===== config.mk =====
export PLATFORM = sky130hd
export DESIGN_NAME = traffic_sequencer
export DESIGN_NICKNAME = d
export VERILOG_FILES = /design/src/rtl/traffic_sequencer.sv
export SDC_FILE = /design/constraint.sdc
export NUM_CORES = 1
export LEC_CHECK = 0
export BUFFER_PORTS_ARGS = -buffer_cell sky130_fd_sc_hd__buf_2
export CORE_MARGIN = 2
export CORE_UTILIZATION = 25
export DETAILED_ROUTE_END_ITERATION = 10
export GPL_ROUTABILITY_DRIVEN = 0
export HOLD_SLACK_MARGIN = 0.08
export SKIP_CTS_REPAIR_TIMING = 1
export SLEW_MARGIN = 30
export SYNTH_ARGS = -nofsm -noshare
export SYNTH_HDL_FRONTEND = slang
export SYNTH_SLANG_ARGS = --single-unit

===== constraint.sdc =====
create_clock -name clk -period 2.4 [get_ports clk]
set_input_delay 0.36 -clock clk [delete_from_list [all_inputs] [get_ports clk]]
set_output_delay 0.36 -clock clk [all_outputs]
set_load 0.01 [all_outputs]

===== src/rtl/traffic_sequencer.sv =====
// Two-direction traffic light sequencer with an optional pedestrian walk phase.
// Phase lengths are counted in tick_en pulses; all outputs are registered.
module traffic_sequencer #(
    parameter int GREEN_TICKS  = 10,
    parameter int YELLOW_TICKS = 3,
    parameter int ALLRED_TICKS = 1,
    parameter int WALK_TICKS   = 5
) (
    input  logic       clk,
    input  logic       rst,
    input  logic       tick_en,
    input  logic       enable,
    input  logic       ped_req,
    output logic [2:0] ns_light,
    output logic [2:0] ew_light,
    output logic       walk,
    output logic       cycle_tick,
    output logic [2:0] state_out
);

    typedef enum logic [2:0] {
        NS_GREEN  = 3'd0,
        NS_YELLOW = 3'd1,
        ALLRED_A  = 3'd2,
        EW_GREEN  = 3'd3,
        EW_YELLOW = 3'd4,
        ALLRED_B  = 3'd5,
        PED_WALK  = 3'd6
    } state_e;

    localparam logic [2:0] LIGHT_RED    = 3'b100;
    localparam logic [2:0] LIGHT_YELLOW = 3'b010;
    localparam logic [2:0] LIGHT_GREEN  = 3'b001;

    localparam logic [7:0] GREEN_LAST  = 8'(GREEN_TICKS - 1);
    localparam logic [7:0] YELLOW_LAST = 8'(YELLOW_TICKS - 1);
    localparam logic [7:0] ALLRED_LAST = 8'(ALLRED_TICKS - 1);
    localparam logic [7:0] WALK_LAST   = 8'(WALK_TICKS - 1);

    state_e     state_q, state_d, next_state;
    logic [7:0] timer_q, timer_d, phase_last;
    logic       ped_pending_q, ped_pending_d;
    logic [2:0] ns_light_q, ns_light_d;
    logic [2:0] ew_light_q, ew_light_d;
    logic       walk_q, walk_d;
    logic       cycle_tick_q, cycle_tick_d;
    logic       illegal;

    always_comb begin
        phase_last = GREEN_LAST;
        next_state = NS_GREEN;
        case (state_q)
            NS_GREEN:  begin phase_last = GREEN_LAST;  next_state = NS_YELLOW; end
            NS_YELLOW: begin phase_last = YELLOW_LAST; next_state = ALLRED_A;  end
            ALLRED_A:  begin phase_last = ALLRED_LAST; next_state = EW_GREEN;  end
            EW_GREEN:  begin phase_last = GREEN_LAST;  next_state = EW_YELLOW; end
            EW_YELLOW: begin phase_last = YELLOW_LAST; next_state = ALLRED_B;  end
            ALLRED_B:  begin
                phase_last = ALLRED_LAST;
                next_state = ped_pending_q ? PED_WALK : NS_GREEN;
            end
            PED_WALK:  begin phase_last = WALK_LAST;   next_state = NS_GREEN;  end
            default:   begin phase_last = GREEN_LAST;  next_state = NS_GREEN;  end
        endcase
    end

    always_comb begin
        state_d      = state_q;
        timer_d      = timer_q;
        cycle_tick_d = 1'b0;
        illegal      = (state_q == 3'd7);

        // Encoding 7 recovers unconditionally and is not a completed cycle.
        if (illegal) begin
            state_d = NS_GREEN;
            timer_d = '0;
        end else if (enable && tick_en) begin
            if (timer_q == phase_last) begin
                timer_d      = '0;
                state_d      = next_state;
                cycle_tick_d = (next_state == NS_GREEN) &&
                               ((state_q == ALLRED_B) || (state_q == PED_WALK));
            end else begin
                timer_d = timer_q + 8'd1;
            end
        end

        // A request on the same clock that enters PED_WALK stays pending.
        ped_pending_d = ped_req |
                        (ped_pending_q & ~((state_d == PED_WALK) && (state_q != PED_WALK)));

        // Lights decode from the next state so they change on the transition edge.
        ns_light_d = LIGHT_RED;
        ew_light_d = LIGHT_RED;
        walk_d     = 1'b0;
        case (state_d)
            NS_GREEN:  ns_light_d = LIGHT_GREEN;
            NS_YELLOW: ns_light_d = LIGHT_YELLOW;
            EW_GREEN:  ew_light_d = LIGHT_GREEN;
            EW_YELLOW: ew_light_d = LIGHT_YELLOW;
            PED_WALK:  walk_d     = 1'b1;
            default:   ;
        endcase
    end

    always_ff @(posedge clk) begin
        if (rst) begin
            state_q       <= NS_GREEN;
            timer_q       <= '0;
            ped_pending_q <= 1'b0;
            ns_light_q    <= LIGHT_GREEN;
            ew_light_q    <= LIGHT_RED;
            walk_q        <= 1'b0;
            cycle_tick_q  <= 1'b0;
        end else begin
            state_q       <= state_d;
            timer_q       <= timer_d;
            ped_pending_q <= ped_pending_d;
            ns_light_q    <= ns_light_d;
            ew_light_q    <= ew_light_d;
            walk_q        <= walk_d;
            cycle_tick_q  <= cycle_tick_d;
        end
    end

    assign ns_light   = ns_light_q;
    assign ew_light   = ew_light_q;
    assign walk       = walk_q;
    assign cycle_tick = cycle_tick_q;
    assign state_out  = state_q;

endmodule


==> results of run 1 <==
-- registers in the layout, summed over array words and instances, names as in the netlist --
register,count
state_out,3
ew_light,3
ns_light,3
cycle_tick,1
timer_q,8
walk,1
ped_pending_q,1
-- cell type report --
cell class	instances	area, um2
Fill cell	459	3060
Multi-Input combinational cell	97	676
Sequential cell	20	400
Timing Repair Buffer	20	113
Tap cell	52	65.1
Clock buffer	4	55.1
Inverter	5	18.8
-- worst max-delay path, cell delays in order, from the launching register on --
cell and delay [ns]:
dfxtp_1 0.59, nand3b_1 0.21, a2111oi_4 0.51, o31ai_2 0.20, o21a_1 0.20, a311o_1 0.31
-- logic make-up after synthesis --
logic type	after synthesis	share of synthesized area (%)
AND/OR/NAND/NOR	51	23.7
XOR/XNOR	11	8.45
multiplexers	1	0.988
buffers and inverters	13	5.60
adder cells (fa/ha/maj)	1	1.10
flip-flops	20	35.1
AO/OA/AOI/OAI	33	25.0
-- synth_stat cells, types with 4 or more instances --
library cell	count
a21oi_1	5
o2111ai_1	5
xor2_1	8
nand2_1	9
nor3_1	4
nand3_1	7
nor2_1	12
dfxtp_1	20
-- final timing paths --
| kind | to | slack, ns | startpoint | depth (start not counted) |
|---|---|---|---|---|
| worst max-delay path | ns_light[0] | 0.27 | state_out[0] | 5 |
| worst max register to register | ns_light[0] | 0.27 | state_out[0] | 5 |
| worst min register to register | timer_q[7] | 0.53 | timer_q[7] | 2 |
| worst min-delay path | ped_pending_q | 0.37 | rst | 2 |
-- stage by stage --
step	cell area, um2	total power (W)
finish	1330	0.000754
global route	1330	0.000796
CTS	1330	0.000759
detailed placement	1270	0.000499
global placement	1270	0.000499
floorplan	1140	0.000459
-- per-layer routing --
| layer | track usage, % | vias up | routed length [um] |
|---|---|---|---|
| met2 | 16.8 | 14 | 1260 |
| met4 | 5.45 | 0 | 44 |
| met3 | 1.83 | 4 | 56 |
| met5 | 0 | - | 0 |
| li1 | - | 515 | - |
| met1 | 13.8 | 474 | 1230 |
-- report_power, final --
group / switching (W) / internal, W
Sequential: 0.0000165 / 0.000345
Combinational: 0.0000766 / 0.0000529
Clock: 0.000117 / 0.000146
==> summary.md, run 1 <==
| Metric | Value |
|---|---|
| Hold crit path type | in2reg |
| Num ports | 16 |
| Most frequent cells in the layout | 20 x dfxtp_1, 15 x buf_2, 12 x nor2_1 |
| Gr ovfl total | 0 |
| IO buf count | 15 |
| First-pass iteration count of the detailed router | 4 |
| CTS max path bufs | 2 |
| Worst vdd ir | 0.195 mV |
| Synth warn | 0 |
| Setup ws final | 0.265 ns |
| PwrDens | 568 nW/um2 |
| H-tree Lvls | 1 |
| Main synth FF type | dfxtp_1 |
| Minimum clock period | 2.13 ns |
| ANT cells | 0 |
| Worst EP required | 2.55 ns |
| Vias | 1007 |
| Final setup fails | 0 |
| Final HPWL DP | 1900 um |
| Routed WL per cell | 13.1 um |
| Starting Density | 26.0% |
| Final hold viol count | 0 |
| CTS tree | yes |
| Measured slew at the worst slew-check pin | 0.455 ns |
| Num CTS Buffers | 3 |
| Largest net degree at the start of global routing | 14 |
| Chip height | 71.5 um |
| DRC | 0 |
| CP arrival | 2.29 ns |
| Final setup TNS | 0 ns |
| Layout cell share with drive strength beyond 1 | 21.9% |
| Dpl ws | 0.304 ns |
| Core area | 4380 um2 |
| Final nets | 153 |
| Register area share after synthesis | 35.1% |
| Number of flops mapped to enable cells by yosys | 0 |
| RSZ-0062 raised after global routing | no |
| Total die area | 5120 um2 |
| Syn nets | 136 |
| Synthesized flop and latch total | 20 |
| Initial DRC Count | 97 |
| Clock Skew | 0.00384 ns |
| Slew headroom | 69.5% |
| Vias in the first global route | 950 |
| Post-synth top area cell | dfxtp_1 |
| Synth top area share | 35.1% |
| Post-layout utilization of the core | 30.3% |
| Avg Cell Area, Syn | 8.77 um2 |
| Global-route wire length before repair | 4330 um |
| Row count | 24 |
| Clk pin slew, worst setup/hold paths | 0.08 ns |
| Vias per Instance | 5.09 |
| Total Wirelength | 2590 um |
| Worst-Skew Late Latency | 0.26 ns |
| Fraction of registers with async set/reset | 0% |
| Commonest non-fill, non-tap cell in the layout | dfxtp_1 |
| Non-Filler Instances | 198 |
| Clock sinks | 20 |
| Max cap viols | 0 |
| Crit end category | flop |
| Outcome | completed |
| CP startpoint kind | flop |
| Max Fclk | 468 MHz |
| Root Driver | clkbuf_8 |
| DIE WIDTH | 71.5 um |
| Distinct cells, synth | 44 |
| Worst-path maximum fanout | 13 |
| Antenna Nets Post-Route | 0 |
| Placed cells | 194 |
| Initial antenna violation count | 0 |
| Ranking of synthesized cells by area | dfxtp_1 35%, xor2_1 6.1%, nor2_1 4.0% |
| Hold_ws | 0.371 ns |
| Gate Count Post-Synth | 130 |
| GRT Util Overall | 10.6% |
| Kind of critical path | reg2reg |
| Period Utilization, post-route | 88.9% |
| Post-Syn Area | 1140 um2 |
| P_leak | 0.499 nW |
| Layout area overhead | 16.5% |
| Max-slew violation count | 0 |
Power figures use the tool's default switching activity.
==> inputs of run 2 (changes only) <==
--- a/config.mk
+++ b/config.mk
@@ -6,8 +6,9 @@
 export NUM_CORES = 1
 export LEC_CHECK = 0
 export BUFFER_PORTS_ARGS = -buffer_cell sky130_fd_sc_hd__buf_2
+export CORE_ASPECT_RATIO = 0.7
 export CORE_MARGIN = 2
-export CORE_UTILIZATION = 25
+export CORE_UTILIZATION = 34
 export DETAILED_ROUTE_END_ITERATION = 10
 export GPL_ROUTABILITY_DRIVEN = 0
 export HOLD_SLACK_MARGIN = 0.08
==> summary.md, run 2 (synthesis results as in run 1) <==
| Metric | Value |
|---|---|
| Max reg flops | 8 (unchanged) |
| Area of the multi-input gates | 676 um2 (unchanged) |
| Core area | 3170 um2 (-28%) |
| Layout area overhead | 13.6% |
| Hold_ws | 0.372 ns (+0.00133 ns) |
| Chip height | 52.4 um (-27%) |
| Crit end category | flop |
| PwrDens | 583 nW/um2 (+2.6%) |
| Row count | 17 (-29%) |
| Root Driver | clkbuf_8 |
| Gr ovfl total | 0 (unchanged) |
| Max cap viols | 0 (unchanged) |
| P_leak | 0.488 nW (-2.1%) |
| Final hold viol count | 0 (unchanged) |
| CTS max path bufs | 2 (unchanged) |
| Largest net degree at the start of global routing | 14 (unchanged) |
| Hold crit path type | in2reg |
| Worst-path maximum fanout | 13 (unchanged) |
| Layout cell share with drive strength beyond 1 | 20.8% (-1.1 points) |
| Outcome | completed |
| Worst reg2reg path startpoint | state_out[0] |
| Most frequent cells in the layout | 20 x dfxtp_1, 15 x buf_2, 12 x nor2_1 |
| Final HPWL DP | 1850 um (-2.7%) |
| ANT cells | 0 (unchanged) |
| Total die area | 3840 um2 (-25%) |
| Max Fclk | 473 MHz (+1.1%) |
| CP arrival | 2.26 ns (-0.03 ns) |
| Crit path launch | state_out[0] |
| GRT Util Overall | 14.7% (+4.2 points) |
| Minimum clock period | 2.11 ns (-0.0225 ns) |
| Clock Skew | 0.00566 ns (+0.00182 ns) |
| Worst EP required | 2.55 ns (about the same) |
| Final setup TNS | 0 ns (unchanged) |
| Initial antenna violation count | 0 (unchanged) |
| Largest register by flop count | timer_q |
| FF/Latch Area | 400 um2 (unchanged) |
| Initial DRC Count | 69 (-29%) |
| Starting Density | 36.0% (+10 points) |
| Num ports | 16 (unchanged) |
| Clk pin slew, worst setup/hold paths | 0.08 ns (about the same) |
| Worst-Skew Late Latency | 0.27 ns (about the same) |
| RSZ-0062 raised after global routing | no |
| Total chip power | 0.000755 W (+0.12%) |
| Vias in the first global route | 917 (-3.5%) |
| Max-slew violation count | 0 (unchanged) |
| CP startpoint kind | flop |
| R2r setup slk | 0.29 ns (+0.02 ns) |
| Slew headroom | 62.8% (-6.6 points) |
| First-pass iteration count of the detailed router | 4 (unchanged) |
| DIE WIDTH | 73.2 um (+2.3%) |
| Global-route wire length before repair | 4240 um (-2.1%) |
| End point of the critical path | ns_light[0] |
| Final setup fails | 0 (unchanged) |
| Reg2Reg Depth | 5 (unchanged) |
| Num CTS Buffers | 3 (unchanged) |
| Vias | 1020 (+1.3%) |
| Capturing point of the worst reg2reg path | ns_light[0] |
| Vias per Instance | 5.60 (+10%) |
| Worst vdd ir | 0.236 mV (+21%) |
| Routed WL per cell | 13.8 um (+5.2%) |
| DRC | 0 (unchanged) |
| Fill cell count | 303 (-34%) |
| Commonest non-fill, non-tap cell in the layout | dfxtp_1 |
| Period Utilization, post-route | 88.0% (-0.94 points) |
| Final nets | 151 (-1.3%) |
| Kind of critical path | reg2reg |
| Measured slew at the worst slew-check pin | 0.553 ns (+0.0981 ns) |
| Antenna Nets Post-Route | 0 (unchanged) |
| IO buf count | 15 (unchanged) |
| Total Wirelength | 2500 um (-3.3%) |
| Clock sinks | 20 (unchanged) |
| H-tree Lvls | 1 (unchanged) |
| CTS tree | yes |
==> run 2: changes by cell type in the layout (fill, tap and decap cells not counted) <==
| cell | change |
|---|---|
| buf_4 | -2 |
==> run 2: per-layer routing <==
| metal | track usage (%) | routed length, um |
|---|---|---|
| met5 | 0 | 0 |
| met4 | 4.01 | 17 |
| met3 | 4.62 | 216 |
| met2 | 21.5 | 999 |
| met1 | 20.8 | 1270 |
==> run 2: critical path, stage by stage, from the launching register on <==
cell,delay (ns)
dfxtp_1,0.56
nand3b_1,0.21
a2111oi_4,0.51
o31ai_2,0.20
o21a_1,0.20
a311o_1,0.32
==> run 2: layout make-up <==
type	count	area share, %
tap	38	3.67
inverter	5	1.45
timing repair buffer	18	7.54
multi-input combinational	97	52.2
sequential	20	30.9
clock buffer	4	4.25
==> run 2: worst min path at each step <==
stage	startpoint	endpoint	depth (start not counted)
final	ped_req	ped_pending_q	3
after global routing	rst	ped_pending_q	2
after CTS	ped_req	ped_pending_q	3
after detailed placement	timer_q[7]	timer_q[7]	2
after global placement	timer_q[7]	timer_q[7]	2
after floorplan	timer_q[7]	timer_q[7]	2
==> run 2: power by group <==
group	total (W)	internal (W)	switching (W)
combinational	0.000123	0.0000509	0.0000717
sequential	0.000366	0.000345	0.0000210
clock	0.000266	0.000146	0.000120
total	0.000755	0.000542	0.000213
==> run 2: per-stage QoR <==
stage / utilization [%] / setup slack [ns] / cell area [um2] / std cells
after floorplan: - / 0.576 / 1140 / 130
after global placement: 39.1 / 0.375 / 1240 / 178
after detailed placement: 39.1 / 0.311 / 1240 / 178
after CTS: 40.9 / 0.298 / 1290 / 182
after global routing: 40.9 / 0.118 / 1290 / 182
final: 40.9 / 0.288 / 1290 / 182
